$ cat config.mk
export PLATFORM = sky130hd
export DESIGN_NAME = trap_ctrl
export DESIGN_NICKNAME = d
export VERILOG_FILES = /design/src/rtl/trap_pkg.sv /design/src/rtl/trap_ctrl_arb.sv /design/src/rtl/trap_ctrl.sv
export SDC_FILE = /design/constraint.sdc
export NUM_CORES = 1
export LEC_CHECK = 0
export ABC_CLOCK_PERIOD_IN_PS = 5360
export CORE_MARGIN = 3
export CORE_UTILIZATION = 39
export CTS_CLUSTER_SIZE = 24
export DETAILED_ROUTE_END_ITERATION = 7
export PLACE_DENSITY = 0.82
export SLEW_MARGIN = 10
export SYNTH_ARGS = -nofsm -noshare
export SYNTH_HDL_FRONTEND = slang
export SYNTH_SLANG_ARGS = --single-unit
export TNS_END_PERCENT = 100
$ cat constraint.sdc
create_clock -name clk -period 5.36 [get_ports clk]
set_input_delay 0.536 -clock clk [delete_from_list [all_inputs] [get_ports clk]]
set_output_delay 0.536 -clock clk [all_outputs]
set_load 0.01 [all_outputs]
$ cat src/rtl/trap_pkg.sv
// Shared encodings for the trap/CSR sequencer: op codes, interrupt causes, FSM and grant enums.
// Latency: n/a (types and constants only).
// Backpressure: n/a.
package trap_pkg;

  localparam logic [2:0] OP_EXC  = 3'b000;
  localparam logic [2:0] OP_MRET = 3'b001;
  localparam logic [2:0] OP_RW   = 3'b101;
  localparam logic [2:0] OP_RS   = 3'b110;
  localparam logic [2:0] OP_RC   = 3'b111;

  // Interrupt cause as presented on csr_addr_exception: {bit4=interrupt, [3:0]=code}.
  localparam logic [11:0] CAUSE_MEI = 12'h01B;
  localparam logic [11:0] CAUSE_MSI = 12'h013;

  typedef enum logic [1:0] {
    ST_IDLE,
    ST_ISSUE,
    ST_WAIT,
    ST_RELEASE
  } state_t;

  typedef enum logic [1:0] {
    GNT_NONE,
    GNT_EXC,
    GNT_IRQ,
    GNT_CORE
  } gnt_t;

endpackage

$ cat src/rtl/trap_ctrl_arb.sv
// Fixed-priority select between core exception, interrupt entry and other core requests.
// Latency: combinational, result valid in the same cycle as its inputs.
// Backpressure: none; the caller decides whether the selected grant is taken.
module trap_ctrl_arb
  import trap_pkg::*;
(
  input  logic        req_valid,
  input  logic [2:0]  req_op,
  input  logic        irq_ext,
  input  logic        irq_sw,
  input  logic [2:0]  irq_en,
  input  logic        irq_window,
  output gnt_t        gnt,
  output logic [11:0] irq_cause
);

  logic irq_ok;
  logic ext_pend;
  logic sw_pend;

  assign irq_ok   = irq_window & irq_en[2];
  assign ext_pend = irq_ok & irq_ext & irq_en[1];
  assign sw_pend  = irq_ok & irq_sw & irq_en[0];

  // Exceptions pre-empt interrupts (the faulting instruction must not retire);
  // external interrupts beat software ones; ordinary CSR ops go last.
  always_comb begin
    gnt       = GNT_NONE;
    irq_cause = '0;
    if (req_valid && (req_op == OP_EXC)) begin
      gnt = GNT_EXC;
    end else if (ext_pend) begin
      gnt       = GNT_IRQ;
      irq_cause = CAUSE_MEI;
    end else if (sw_pend) begin
      gnt       = GNT_IRQ;
      irq_cause = CAUSE_MSI;
    end else if (req_valid) begin
      gnt = GNT_CORE;
    end
  end

endmodule

$ cat src/rtl/trap_ctrl.sv
// Sequences core CSR ops, exceptions and interrupt entry onto the CSR unit's available/busy handshake.
// Latency: req_ready to rsp_valid is 4 cycles; one operation per 5 cycles.
// Backpressure: losing or non-IDLE core requests see req_ready low and must hold; rsp is a fire-and-forget pulse.
// Build option: TRAP_CTRL_TIMEOUT_EN adds a TIMEOUT_CYCLES watchdog on ISSUE/WAIT.
module trap_ctrl
  import trap_pkg::*;
#(
  parameter int TIMEOUT_CYCLES = 8
) (
  input  logic        clk,
  input  logic        reset_n,
  input  logic        req_valid,
  input  logic [2:0]  req_op,
  input  logic [11:0] req_addr,
  input  logic [31:0] req_wdata,
  output logic        req_ready,
  input  logic        irq_ext,
  input  logic        irq_sw,
  input  logic [2:0]  irq_en,
  input  logic        irq_window,
  input  logic [31:0] irq_pc,
  output logic        rsp_valid,
  output logic [31:0] rsp_rdata,
  output logic        rsp_fault,
  output logic        rsp_irq,
  output logic        ctrl_busy,
  output logic        csr_available,
  output logic [2:0]  csr_op,
  output logic [11:0] csr_addr_exception,
  output logic [31:0] csr_write_value,
  input  logic [31:0] csr_read_value,
  input  logic        csr_busy,
  input  logic        csr_fault
);

  if (TIMEOUT_CYCLES < 4) begin : g_timeout_range
    $error("trap_ctrl: TIMEOUT_CYCLES must be at least 4");
  end

  state_t      state;
  state_t      state_nxt;
  gnt_t        gnt;
  logic [11:0] irq_cause;
  logic        irq_flag;
  logic        load;
  logic        capture;
  logic        tmo_hit;
  logic        tmo_fire;

  trap_ctrl_arb u_arb (
    .req_valid  (req_valid),
    .req_op     (req_op),
    .irq_ext    (irq_ext),
    .irq_sw     (irq_sw),
    .irq_en     (irq_en),
    .irq_window (irq_window),
    .gnt        (gnt),
    .irq_cause  (irq_cause)
  );

`ifdef TRAP_CTRL_TIMEOUT_EN
  localparam int CNT_W = $clog2(TIMEOUT_CYCLES + 1);
  logic [CNT_W-1:0] tmo_cnt;

  // Count cycles spent in ISSUE/WAIT for the current operation, restarting at each grant.
  always_ff @(posedge clk or negedge reset_n) begin
    if (!reset_n) begin
      tmo_cnt <= '0;
    end else if (load) begin
      tmo_cnt <= '0;
    end else if ((state == ST_ISSUE) || (state == ST_WAIT)) begin
      tmo_cnt <= tmo_cnt + 1'b1;
    end
  end

  // Counter is 0 in the first ISSUE cycle, so RELEASE lands exactly TIMEOUT_CYCLES after issue.
  assign tmo_hit = (tmo_cnt == CNT_W'(TIMEOUT_CYCLES - 1));
`else
  assign tmo_hit = 1'b0;
`endif

  // State register.
  always_ff @(posedge clk or negedge reset_n) begin
    if (!reset_n) begin
      state <= ST_IDLE;
    end else begin
      state <= state_nxt;
    end
  end

  // Next-state and handshake outputs; completion takes precedence over a coincident timeout.
  always_comb begin
    state_nxt = state;
    load      = 1'b0;
    capture   = 1'b0;
    tmo_fire  = 1'b0;
    req_ready = 1'b0;
    rsp_valid = 1'b0;
    rsp_irq   = 1'b0;
    ctrl_busy = (state != ST_IDLE);
    case (state)
      ST_IDLE: begin
        if (gnt != GNT_NONE) begin
          load      = 1'b1;
          state_nxt = ST_ISSUE;
          // Gated by reset_n so req_ready is low while reset is held.
          req_ready = reset_n && ((gnt == GNT_EXC) || (gnt == GNT_CORE));
        end
      end
      ST_ISSUE: begin
        if (csr_busy) begin
          state_nxt = ST_WAIT;
        end else if (tmo_hit) begin
          tmo_fire  = 1'b1;
          state_nxt = ST_RELEASE;
        end
      end
      ST_WAIT: begin
        if (!csr_busy) begin
          capture   = 1'b1;
          state_nxt = ST_RELEASE;
        end else if (tmo_hit) begin
          tmo_fire  = 1'b1;
          state_nxt = ST_RELEASE;
        end
      end
      ST_RELEASE: begin
        rsp_valid = 1'b1;
        rsp_irq   = irq_flag;
        state_nxt = ST_IDLE;
      end
      default: begin
        state_nxt = ST_IDLE;
      end
    endcase
  end

  // Registered CSR drive and response capture; csr_fault is only valid in the busy-low cycle.
  always_ff @(posedge clk or negedge reset_n) begin
    if (!reset_n) begin
      csr_available      <= 1'b0;
      csr_op             <= '0;
      csr_addr_exception <= '0;
      csr_write_value    <= '0;
      rsp_rdata          <= '0;
      rsp_fault          <= 1'b0;
      irq_flag           <= 1'b0;
    end else if (load) begin
      csr_available <= 1'b1;
      if (gnt == GNT_IRQ) begin
        csr_op             <= OP_EXC;
        csr_addr_exception <= irq_cause;
        csr_write_value    <= irq_pc;
        irq_flag           <= 1'b1;
      end else begin
        csr_op             <= req_op;
        csr_addr_exception <= req_addr;
        csr_write_value    <= req_wdata;
        irq_flag           <= 1'b0;
      end
    end else if (capture) begin
      csr_available <= 1'b0;
      rsp_rdata     <= csr_read_value;
      rsp_fault     <= csr_fault;
    end else if (tmo_fire) begin
      csr_available <= 1'b0;
      rsp_rdata     <= '0;
      rsp_fault     <= 1'b1;
    end
  end

endmodule

Yosys cells after proc, flatten, opt, wreduce, memory -nomap -nowiden
Cells that the tools add are included.

Register bits: 84. Output and inout port bits: 85.

Multiplexer cells: 27. Reductions and logical operators: 10. Bitwise logic cells: 6. Eq/ne operators: 9.

Operator list (number): $mux 32 (2); $mux 12 (3); $mux 2 (7); $mux 1 (12); $eq 2x2->1 const B (4); $pmux 2 s4 (1); $ne 2x2->1 const B (3); $reduce_bool 2->1 (3); $and 1x1->1 (5); $mux 5 (1); $eq 2x1->1 const B (2); $logic_not 3->1 (1); $mux 3 (1); $reduce_and 3->1 (1); $logic_and 1x1->1 (2); $logic_not 2->1 (1); $reduce_and 2->1 (1); $logic_or 1x1->1 (1); $not 1->1 (1).

Longest topological paths before layout
Gate-level depths: netlist of the first run.

Depth after elaboration: 11. Depth in mapped cells: 8. Mapped depth without buffers: 6.

Cells and area by module
A second synthesis of the first run with hierarchy kept.

Cell total of the unflattened synthesis: 314. Area total of the unflattened synthesis: 3877.5 sq um.

Modules (own cells, without submodules): trap_ctrl (area an instance 3729.8 sq um, cells an instance 293, times used 1); trap_ctrl_arb (area an instance 147.6 sq um, cells an instance 21, times used 1).

Least setup slack after synthesis of the first run
Ideal clock, no wire load.

Path kind: input to output. Start: in req_op[1]. End: out req_ready. Buffers on the path: 1. Stages: 4. Required time: 4.824 ns. Data arrival time: 1.517 ns. Setup slack: 3.307 ns. Path through: nor4b_1 or3b_2 buf_4 and3_1.

Longest elaborated chain between the ends: 8.

RTL lines: start, declared (RTL line trap_ctrl.sv:13) `input logic [2:0] req_op,`; $logic_not 3->1 * (RTL line trap_ctrl_arb.sv:30) `if (req_valid && (req_op == OP_EXC)) begin`; $logic_and 1x1->1 * (RTL line trap_ctrl_arb.sv:30); $mux 2 * (RTL line trap_ctrl_arb.sv:30); $eq 2x1->1 / $eq 2x2->1 (equally long branches) (RTL line trap_ctrl.sv:107) `req_ready = reset_n && ((gnt == GNT_EXC) || (gnt == GNT_CORE));`; $logic_or 1x1->1 (RTL line trap_ctrl.sv:107); $logic_and 1x1->1 (RTL line trap_ctrl.sv:107); $mux 1 * (RTL line trap_ctrl.sv:103) `if (gnt != GNT_NONE) begin`; $mux 1 * (RTL line trap_ctrl.sv:101) `case (state)`; end, declared (RTL line trap_ctrl.sv:16) `output logic req_ready,`.

Every way passes the cells marked *; elsewhere a longest branch is shown, timed or not.

Worst setup path after layout of the first run
Ends and elaborated chain as after synthesis.

==> results of run 1 <==
-- kinds of logic after synthesis --
family / count (synthesis) / share of synthesized area (%)
adder cells (fa/ha/maj): 4 / 1.370
buffers and inverters: 22 / 3.562
AO/OA/AOI/OAI: 85 / 13.77
flip-flops: 84 / 57.53
AND/OR/NAND/NOR: 87 / 10.31
multiplexers: 34 / 13.46
-- metal layers --
layer | GRT usage [%] | part of all wire (%) | vias to the layer above
met5 | 0 | 0 | -
met4 | 7.669 | 1.7 | 0
met3 | 6.766 | 10 | 13
met2 | 34.91 | 48 | 167
met1 | 24.63 | 40 | 1546
li1 | - | - | 1493
-- metrics by stage --
step / util, % / hold WS, ns / setup WS, ns / power, mW / cell area (sq um)
after global placement: 64.97 / 0.4565 / 1.632 / 2.725 / 5777
after detailed placement: 64.97 / 0.4627 / 1.538 / 2.774 / 5777
final: 67.13 / 0.1309 / 1.576 / 3.199 / 5968
after CTS: 67.13 / 0.1209 / 1.546 / 3.236 / 5968
after floorplan: - / 0.2404 / 3.307 / 1.893 / 3654
after global routing: 67.13 / 0.1489 / 1.464 / 3.395 / 5968
-- worst max path at each step --
stage	from	endpoint	slack (ns)	cells past startpoint
2_1_floorplan	req_op[1]	req_ready	3.31	4
3_3_place_gp	req_valid	req_ready	1.63	5
3_5_place_dp	req_op[1]	req_ready	1.54	5
4_1_cts	req_op[1]	req_ready	1.55	5
5_1_grt	req_valid	req_ready	1.46	5
6_report	req_op[1]	req_ready	1.58	5
-- cell type report --
cell class	count	area [sq um]	share of cell area, %
Tap cell	108	135.1	2.264
Clock inverter	4	50.05	0.8386
Clock buffer	11	141.4	2.369
Timing Repair Buffer	210	2090	35.01
Multi-Input combinational cell	210	1439	24.11
Inverter	3	11.26	0.1887
Sequential cell	84	2102	35.22
-- Yosys cell counts, drive strengths merged (3+ instances only) --
master / instances / area [sq um]
dfrtp: 84 / 2102
a21oi: 65 / 325.3
nand2: 41 / 153.9
mux2: 34 / 491.7
nor2: 34 / 127.6
buf: 13 / 96.34
a22o: 9 / 78.83
clkbuf: 6 / 22.52
ha: 4 / 50.05
inv: 3 / 11.26
nand3: 3 / 15.01
o22a: 3 / 26.28
-- critical path, cell delays in order --
cell,delay (ns)
sky130_fd_sc_hd__clkdlybuf4s50_1,0.44
sky130_fd_sc_hd__nor4b_1,0.70
sky130_fd_sc_hd__or3b_2,0.77
sky130_fd_sc_hd__and3_1,0.26
sky130_fd_sc_hd__clkdlybuf4s50_1,0.54
-- power by group through the flow --
stage | Combinational (mW) | Clock (mW) | Sequential, mW
floorplan | 0.628 | 0 | 1.27
global placement | 1.61 | 0 | 1.11
detailed placement | 1.64 | 0 | 1.13
CTS | 1.65 | 0.459 | 1.12
global route | 1.75 | 0.479 | 1.16
finish | 1.63 | 0.441 | 1.12
-- flip-flops by register name (all words and copies together) (netlist names) --
name / cells
csr_addr_exception: 12
state: 2
rsp_fault: 1
csr_op: 3
csr_available: 1
rsp_rdata: 32
irq_flag: 1
csr_write_value: 32
==> summary.md, run 1 <==
The total die area is 10570 sq um. Endpoint class of the critical path: an output pin. Counting every instance in the synthesized netlist gives 316.

The number of antenna diodes was 0; the post-route minimum period was 3.784 ns. After detailed routing, the number of remaining DRC violations is 0. Setup violations remaining at the end of the flow were counted as 0. Worst setup slack for register-to-register paths: 2.93 ns. Type of element launching the critical path: a primary input. The placed cell count came out at 615. The count of pins over their slew limit was 0; the post-synth net total was 442.

The tools report the count of cell types in the netlist as 30. The count of endpoints failing hold in the final timing report was 0; the floorplan die width was 102.8 microns. After filler insertion, the fill cell instance count of the layout stands at 655.

At the end of routability-driven placement, the weighted congestion stood at 0.8194. Number of global-route vias before repair: 3344. Most used flip-flop cell after synthesis: sky130_fd_sc_hd__dfrtp_1. For this block, the routed nets add up to 11180 microns of wire.

Global routing used 20.66% of the available tracks across all layers. In the final layout, the share of cells above drive strength 1 is 10.92%. The synthesized design contains 84 register bits.

The synthesized design contains 0 enable-type register cells. On the final layout, the worst clock skew is 0.01158 ns. Sequential power share: 35.1%. Arrival time of the worst setup path: 3.25 ns. The violation count after the first detailed-routing iteration is 104, and the sum of negative setup slack is 0 ns. Setup repair after global routing left no endpoint under its margin. The total power per unit cell area works out to 536.0 nW/um^2. The analysis attributes to net switching a power of 1.047 mW. The proportion of synthesized flip-flops having asynchronous set or reset works out to 100.0%.

The worst min-delay path class is in2async. The H-tree was split into 3 levels. Of the total power, combinational logic draws 51.1%. After clock tree synthesis, the clock-pin slew on the worst setup and hold paths is 0.08 ns.

The detail-routed net length per standard cell was 17.74 microns. For this configuration, the core starts out at a cell density of 41.09%. No sink is reached through more buffers than the 2 on the longest clock path. In this run the remaining antenna-violating nets after routing total 0. The max-cap check violation count is 0, and the HPWL reported at the end of detailed placement is 8299 microns. The maximum fanout encountered on the critical timing path works out to 36. The tools report the achievable frequency as 264.3 MHz. The finished layout holds 630 standard cells, fillers aside.

In this run the post-CTS setup repair buffer count came out at 0. The number of clock sinks came out at 84. The top cell types in the final layout, fill and taps aside, are sky130_fd_sc_hd__clkdlybuf4s50_1 (205), sky130_fd_sc_hd__dfrtp_1 (84), sky130_fd_sc_hd__a21oi_1 (65). The endpoint of the most critical register-to-register path is rsp_rdata[31]$_DFFE_PN0P_. TritonCTS built the clock tree.

At the later pin of the worst-skew pair, clock insertion delay measures 0.34 ns. The run gives 13.8% as the part of the total power dissipated in the clock network. The clock root buffer was sky130_fd_sc_hd__clkbuf_8. The run gives 57.53% as the sequential-to-total area share from yosys stat. The run gives 207 as the number of ports placed on the die boundary.

After synthesis the cells add up to 3654 sq um. TritonCTS created 9 clock buffers. Of the total power, the share spent switching nets is 32.73%.

Summing over every cut layer, the via total after detailed routing is 3219. The pin count of the biggest net entering global routing came out at 52. The area added between synthesis and finish came out at 63.36%. The tools report the quantity of hold-fixing buffers added after cts as 0.

The tools report the final layout net count as 644. The internal cell power is 2.152 mW. For the worst relative slew slack, the log shows 46.36%. By startpoint and endpoint, the worst setup path is classified as in2out. IR analysis of the VDD net gives a maximum drop of 0.0002330 V. For this design the static power due to leakage is 2.657 nW. The vertical die dimension was 102.8 microns; the first-pass detailed-route iteration total was 4. The run finished with clean final reports. The run gives 0 as the post-cts resize count. The initialized floorplan defines 34 standard-cell rows. The mean instance size in the synthesized netlist works out to 11.56 sq um. The most common library cell in the layout ignoring fill and taps is sky130_fd_sc_hd__clkdlybuf4s50_1. The number of warnings reported in the yosys synthesis log was 0. The startpoint of the worst-slack reg-to-reg timing path was state[0]$_DFFE_PN0P_. The count of input and output buffers came out at 206. The path depth of the worst reg2reg path was 6. The final global-route overflow total came out at 0. In the routed layout, each cell is associated on average with a via count of 5.110.

For the initial antenna violation count, the log shows 0. The slew of the pin with the lowest slew margin is 0.8046 ns, and the wire length of the first global-routing pass is 16860 microns. The post-route clock period utilization is 70.60%, and the placeable core region is 8891 sq um. For the worst setup path, the data required time is 4.82 ns.
No activity file was read; power rests on OpenSTA's default activity.
==> run 2: changes to the inputs <==
ABC_CLOCK_PERIOD_IN_PS = 3100   (was 5360)
CORE_UTILIZATION = 35   (was 39)
PLACE_DENSITY = 0.77   (was 0.82)
clock period = 3.1 ns   (was 5.36 ns; I/O delays follow)
==> run 2 against run 1 <==
Against the previous run:
- combinational power up 73%
- global-route usage down 1.7 points
- sequential power up 75%
- setup slack worse by 0.97 ns
- non-clock buffer count up 3
- critical path type is now reg2out
- largest power group unchanged
==> summary.md, run 2 (synthesized netlist as in run 1, its figures left out) <==
For the achievable frequency, the log shows 401.0 MHz. After clock tree synthesis, the repair step resized 0 gates. The congestion estimate from routability-driven global placement came to 0.7035. The die is 108.2 microns tall.

The number of clock buffers added by TritonCTS is 9. At the pin with the least slew margin, the transition time is 1.059 ns. After clock tree synthesis, the clock-pin slew on the worst setup and hold paths is 0.08 ns. In the final routed layout, each cell accounts on average for 16.93 microns. After clock tree synthesis, the flow added hold-fix buffers numbering 0. In this run the number of H-tree levels came out at 3. The tree is rooted in a sky130_fd_sc_hd__clkbuf_8. The largest registers in the layout are csr_write_value: 32 flops, rsp_rdata: 32 flops, csr_addr_exception: 12 flops. Using the TritonRoute via totals, the vias-per-cell ratio works out to 4.897. The first detailed-routing pass ran for 4 iterations. In this run the tool buffered the top-level ports with 206 buffer cells. For this run, design rule violations remaining after detail routing come to 0. The number of cells on the worst reg-to-reg path is 6.

Across the routed clock network, the largest skew measured is 0.008962 ns. The analysis attributes to cell leakage a power of 2.671 nW. The effective utilization at floorplan is 36.70%, and the violation count after the first detailed-routing iteration is 142. The post-route clock period utilization was 80.44%; the count of pins over their slew limit was 0.

The tools report the wire length of the first global-routing pass as 16920 microns. For the initial antenna violation count, the log shows 0. Start-to-end type of the worst setup path: reg2out. Setup violations remaining at the end of the flow were counted as 0.

TritonCTS built the clock tree. The number of antenna diodes came out at 0. The floorplan step defined a core boundary enclosing 9955 sq um. The run finished with clean final reports. Counting I/O delays and the setup requirement, the final critical path takes 2.494 ns. For the sum of negative setup slack, the log shows 0 ns. The min-delay analysis places its worst path in the category in2async.

Number of ports placed on the die boundary: 207. The routed layout has 3222 vias. Setup repair after global routing left no endpoint under its margin. The fraction of layout instances using a drive strength above 1 came out at 11.43%. STA classifies the critical path endpoint as an output pin.

After detailed placement, the total cell area comes to 5831 sq um. The die is 108.2 microns wide. The run gives 0.0005344 V as the maximum ir drop on the vdd rail. Most common library cell in the layout ignoring fill and taps: sky130_fd_sc_hd__clkdlybuf4s50_1. Entering global routing, the biggest net connects 85 pins. The number of global-route vias before repair is 3304.

Detailed placement finished with a half-perimeter wire length of 8084 microns. After floorplanning, the core was divided into 36 placement rows. CTS saw 84 sinks. Across the run, the number of max-cap violations was 0. In this run the power density over the cells is 921.8 nW/um^2.

In the layout the commonest cells are sky130_fd_sc_hd__clkdlybuf4s50_1 (205), sky130_fd_sc_hd__dfrtp_1 (84), sky130_fd_sc_hd__a21oi_1 (65). Data on the critical path arrives at its endpoint at 2.18 ns. The run gives 29.38% as the worst relative slew slack. In the final design database the tool counted 647 nets. The area added between synthesis and finish was 64.83%. The run gives 11700 sq um as the total die area. The detail route stage leaves a number of antenna-violating nets equal to 0. The sum of routed wire length over all layers was 11140 microns; the required time of the critical path was 2.79 ns. After routing the design area is 6022 sq um. For the worst-skew pair, the clock arrives at the later sink with an insertion delay of 0.37 ns.

The number of buffers between clock root and the deepest sink is 2. In the global route stage, overall resource usage came out at 19.00%. Total setup buffers inserted after CTS: 0. In this run the worst path has a maximum fanout of 5.

The type of element launching the critical path is a flop. After global routing the overflow that remains totals 0. The count of endpoints failing hold in the final timing report was 0.
-- run 2: cell types whose count changed in the layout (fill, tap and decap cells not counted), sizes merged --
cell / change
buf: +3
-- run 2: layout make-up --
type	instances	area [sq um]
Clock buffer	11	141.4
Timing Repair Buffer	213	2112
Inverter	3	11.26
Sequential cell	84	2102
Multi-Input combinational cell	210	1439
Tap cell	133	166.4
Fill cell	835	3933
Clock inverter	4	50.05
-- run 2: worst max-delay path, stage by stage (launching register included) --
cell and delay [ns]:
sky130_fd_sc_hd__dfrtp_1 0.42, sky130_fd_sc_hd__inv_1 0.10, sky130_fd_sc_hd__ha_1 0.30, sky130_fd_sc_hd__and2_1 0.29, sky130_fd_sc_hd__and3_1 0.19, sky130_fd_sc_hd__clkdlybuf4s50_1 0.53
-- run 2: where the power goes --
group,leakage [nW],switching (mW),internal [mW]
registers,0.976,0.311,1.64
clock network,0.0914,0.390,0.389
logic,1.60,1.12,1.69
-- run 2: final timing paths --
| check | start | to | slack, ns |
|---|---|---|---|
| worst min register to register | csr_op[1]$_DFFE_PN0P_ | csr_op[1]$_DFFE_PN0P_ | 0.47 |
| min in group clk | csr_op[1]$_DFFE_PN0P_ | csr_op[1]$_DFFE_PN0P_ | 0.47 |
| max in group asynchronous | reset_n | state[0]$_DFFE_PN0P_ | 2.18 |
| worst min-delay path | reset_n | csr_op[2]$_DFFE_PN0P_ | 0.23 |
| worst max register to register | state[0]$_DFFE_PN0P_ | rsp_rdata[22]$_DFFE_PN0P_ | 0.68 |
| worst max-delay path | state[0]$_DFFE_PN0P_ | req_ready | 0.61 |
-- run 2: through the flow --
step	worst slack (ns)	hold slack [ns]	std cells	utilization (%)	power (mW)
after floorplan	1.243	0.01441	316	-	3.274
after global placement	0.6379	0.4531	643	58.57	4.729
after detailed placement	0.6182	0.4627	643	58.57	4.813
after CTS	0.5551	0.2599	658	60.50	5.625
after global routing	0.4858	0.2892	658	60.50	5.903
final	0.6062	0.2267	658	60.50	5.551
-- run 2: layer usage --
metal | GRT usage, % | vias to the layer above | share of wire, %
li1 | - | 1506 | -
met1 | 22.64 | 1531 | 41
met2 | 30.82 | 179 | 47
met3 | 8.000 | 6 | 11
met4 | 6.853 | 0 | 0.75
met5 | 0 | - | 0
==> run 3: changes to the inputs <==
ABC_CLOCK_PERIOD_IN_PS = 2200   (was 3100)
clock period = 2.2 ns   (was 3.1 ns; I/O delays follow)
==> run 3 against run 2 <==
Against the previous run:
- die area stayed put
- clock-buffer cell count is 1 lower
- critical path depth stayed put
- sequential share of layout area is 0.61 points lower
- via count is 0.59% higher
- final cell count is 2.0% higher
- critical endpoint is now ctrl_busy
- largest cell class unchanged
- highest routed layer unchanged
==> summary.md, run 3 (synthesized netlist as in run 1, its figures left out) <==
Entering global routing, the biggest net connects 85 pins. Number of filler instances in the final layout: 788. The total area inside the core boundary comes to 9955 sq um. The post-route clock period utilization works out to 92.99%.

The static power due to leakage is 2.763 nW. The tools report the initial antenna violation count as 0. In the final layout, the registers with the most flip-flops are csr_write_value: 32 flops, rsp_rdata: 32 flops, csr_addr_exception: 12 flops. The number of buffers and inverters on the critical path is 4. The first-pass detailed-route iteration total was 4.

For the effective utilization at floorplan, the log shows 36.70%. The first global-routing pass estimated 17570 microns of wire. Counting I/O delays and the setup requirement, the final critical path takes 2.046 ns. The cell sitting at the root of the clock tree is a sky130_fd_sc_hd__clkbuf_8. Setup repair after global routing left no endpoint under its margin. The final global-route overflow total came out at 0.

In the post-route analysis, the smallest setup slack over all paths is 0.1542 ns. The signal on the critical path passes through inv_1 > ha_1 > buf_4 > inv_1 > clkdlybuf4s50_1. The worst setup path is captured at an output pin. In this run the remaining antenna-violating nets after routing total 0. Static timing analysis puts the maximum clock frequency at 488.8 MHz. The area taken by flip-flops and latches came out at 2102 sq um. The kind of cell with the highest combined delay along the critical path is buffers and inverters. The cell with the largest stage delay on the worst path was sky130_fd_sc_hd__clkdlybuf4s50_1. The worst min-delay path class was in2async.

Biggest cell delay along the critical path: 0.57 ns. The number of H-tree levels is 3. The tools report the worst relative slew slack as 29.76%. In the layout the commonest cells are sky130_fd_sc_hd__clkdlybuf4s50_1 (204), sky130_fd_sc_hd__dfrtp_1 (84), sky130_fd_sc_hd__a21oi_1 (65). STA puts the critical path data arrival time at 1.83 ns.

The number of ports placed on the die boundary was 207; the multi-input logic area was 1441 sq um. Start-to-end type of the worst setup path: reg2out. Clock-pin slew was measured on the worst setup and hold paths at 0.09 ns. At the worst endpoint, the required time is 1.98 ns. At the placement stage, the worst setup path has a slack of 0.03681 ns. The flow ran to the end, and the final reports show no timing, DRC or antenna violations. The run gives 2 as the number of buffers between clock root and the deepest sink. In this design, the critical path's most frequently occurring cell is sky130_fd_sc_hd__inv_1.

Row generation in the floorplan step produced 36 rows. The number of clock buffers added by TritonCTS is 9. The maximum ir drop on the vdd rail came out at 0.0007072 V. In this run the vertical extent of the chip is 108.2 microns.

The die is 108.2 microns wide. The worst setup path is launched from a flop. For this block, the routed nets add up to 11090 microns of wire. The clock latency on the worst-skew pair is 0.36 ns, and the count of endpoints failing hold in the final timing report is 0.

The final layout net count was 659. The tool flagged a number of max-cap violations equal to 0. Dividing the detail-routed wire length by the instance count gives 16.52 microns. Counting every sink on the clock net gives 84.

After the first detailed-routing iteration, the DRC count stood at 185. The total die area was 11700 sq um; the number of vias per cell was 4.830. Compared with the post-synthesis result, the final layout area differs by 67.74%. Setup skew after layout: 0.01281 ns. The total power per unit cell area came out at 1287 nW/um^2. Along the worst path, the maximum fanout reaches 4. Quantity of hold-fixing buffers added after cts: 0. The wire-length estimate of the detail-placed layout is 8231 microns. The number of antenna diodes was 0; the slew of the pin with the lowest slew margin was 1.054 ns. The count of input and output buffers came out at 206. Setup violations remaining at the end of the flow were counted as 0.

The count of pins over their slew limit was 0. The number of DRC violations after detailed routing was 0; the weighted congestion at the end of routability-driven global placement was 0.7532. The most common library cell in the layout ignoring fill and taps is sky130_fd_sc_hd__clkdlybuf4s50_1.

TritonCTS built the clock tree. For the number of global-route vias before repair, the log shows 3419. The routed layout has 3241 vias. Global routing used 19.27% of the available tracks across all layers. After routing, the total negative slack on setup checks comes to 0 ns. The fraction of layout instances using a drive strength above 1 works out to 13.75%.
run 3: cell types whose count changed in the layout (fill, tap and decap cells not counted):
| cell | change |
|---|---|
| sky130_fd_sc_hd__buf_4 | +11 |
| sky130_fd_sc_hd__inv_6 | +1 |
| sky130_fd_sc_hd__buf_12 | +1 |
| sky130_fd_sc_hd__clkinv_4 | +1 |
| sky130_fd_sc_hd__dlymetal6s2s_1 | +1 |
| sky130_fd_sc_hd__and2_4 | +1 |
| sky130_fd_sc_hd__clkbuf_8 | -1 |
| sky130_fd_sc_hd__clkdlybuf4s50_1 | -1 |
| sky130_fd_sc_hd__and2_1 | -1 |
| sky130_fd_sc_hd__clkinv_2 | +2 |
| sky130_fd_sc_hd__clkinvlp_4 | -2 |
run 3: per-layer routing:
layer  global-route usage (%)  wire [microns]
met5                        0               0
met4                    7.214             172
met3                    8.836            1222
met1                    21.89            4516
met2                    31.84            5174
run 3: power by group:
group	internal, mW	switching [mW]	total, mW
Combinational	2.46	1.61	4.06
Sequential	2.32	0.423	2.74
Clock	0.525	0.561	1.09
Total	5.30	2.59	7.89
run 3: worst paths after layout:
check | end | depth (start not counted) | slack (ns) | from
hold / removal | csr_op[2]$_DFFE_PN0P_ | 2 | 0.15 | reset_n
hold reg to reg | csr_op[1]$_DFFE_PN0P_ | 2 | 0.48 | csr_op[1]$_DFFE_PN0P_
min in group clk | csr_write_value[8]$_DFFE_PN0P_ | 3 | 0.39 | req_wdata[8]
max in group asynchronous | csr_write_value[18]$_DFFE_PN0P_ | 2 | 1.38 | reset_n
setup reg to reg | csr_addr_exception[2]$_DFFE_PN0P_ | 7 | 0.35 | state[0]$_DFFE_PN0P_
setup / recovery | ctrl_busy | 5 | 0.15 | state[0]$_DFFE_PN0P_
run 3: final cells by class:
type                       instances  share of cell area (%)
tap                              133                   2.715
multi-input combinational        210                   23.52
clock buffer                      10                   2.082
sequential                        84                   34.30
inverter                           3                  0.1837
timing repair buffer             225                   36.18
clock inverter                     6                   1.021
run 3: metrics by stage:
stage               hold slack [ns]  total power [mW]  cells  instance area, sq um  utilization [%]
floorplan                  -0.07559             4.613    316                  3654                -
global placement             0.4539             6.721    653                  5918            59.45
detailed placement           0.4651             6.831    653                  5918            59.45
CTS                          0.1706             7.991    670                  6118            61.46
global route                 0.2149             8.417    671                  6128            61.56
finish                       0.1474             7.890    671                  6128            61.56
run 3: worst reg2reg max path: cells and delay by family (launching register included):
family | cells | cell delay [ns]
AND/OR/NAND/NOR | 1 | 0.41
AO/OA/AOI/OAI | 2 | 0.37
buffers and inverters | 3 | 0.42
adder cells (fa/ha/maj) | 1 | 0.19
flip-flops | 1 | 0.39
run 3: repair_timing:
item	CTS	global route
gates resized for setup	2	1
setup endpoints to repair	1	2
buffers inserted	1	1
endpoints found under the hold margin	0	0
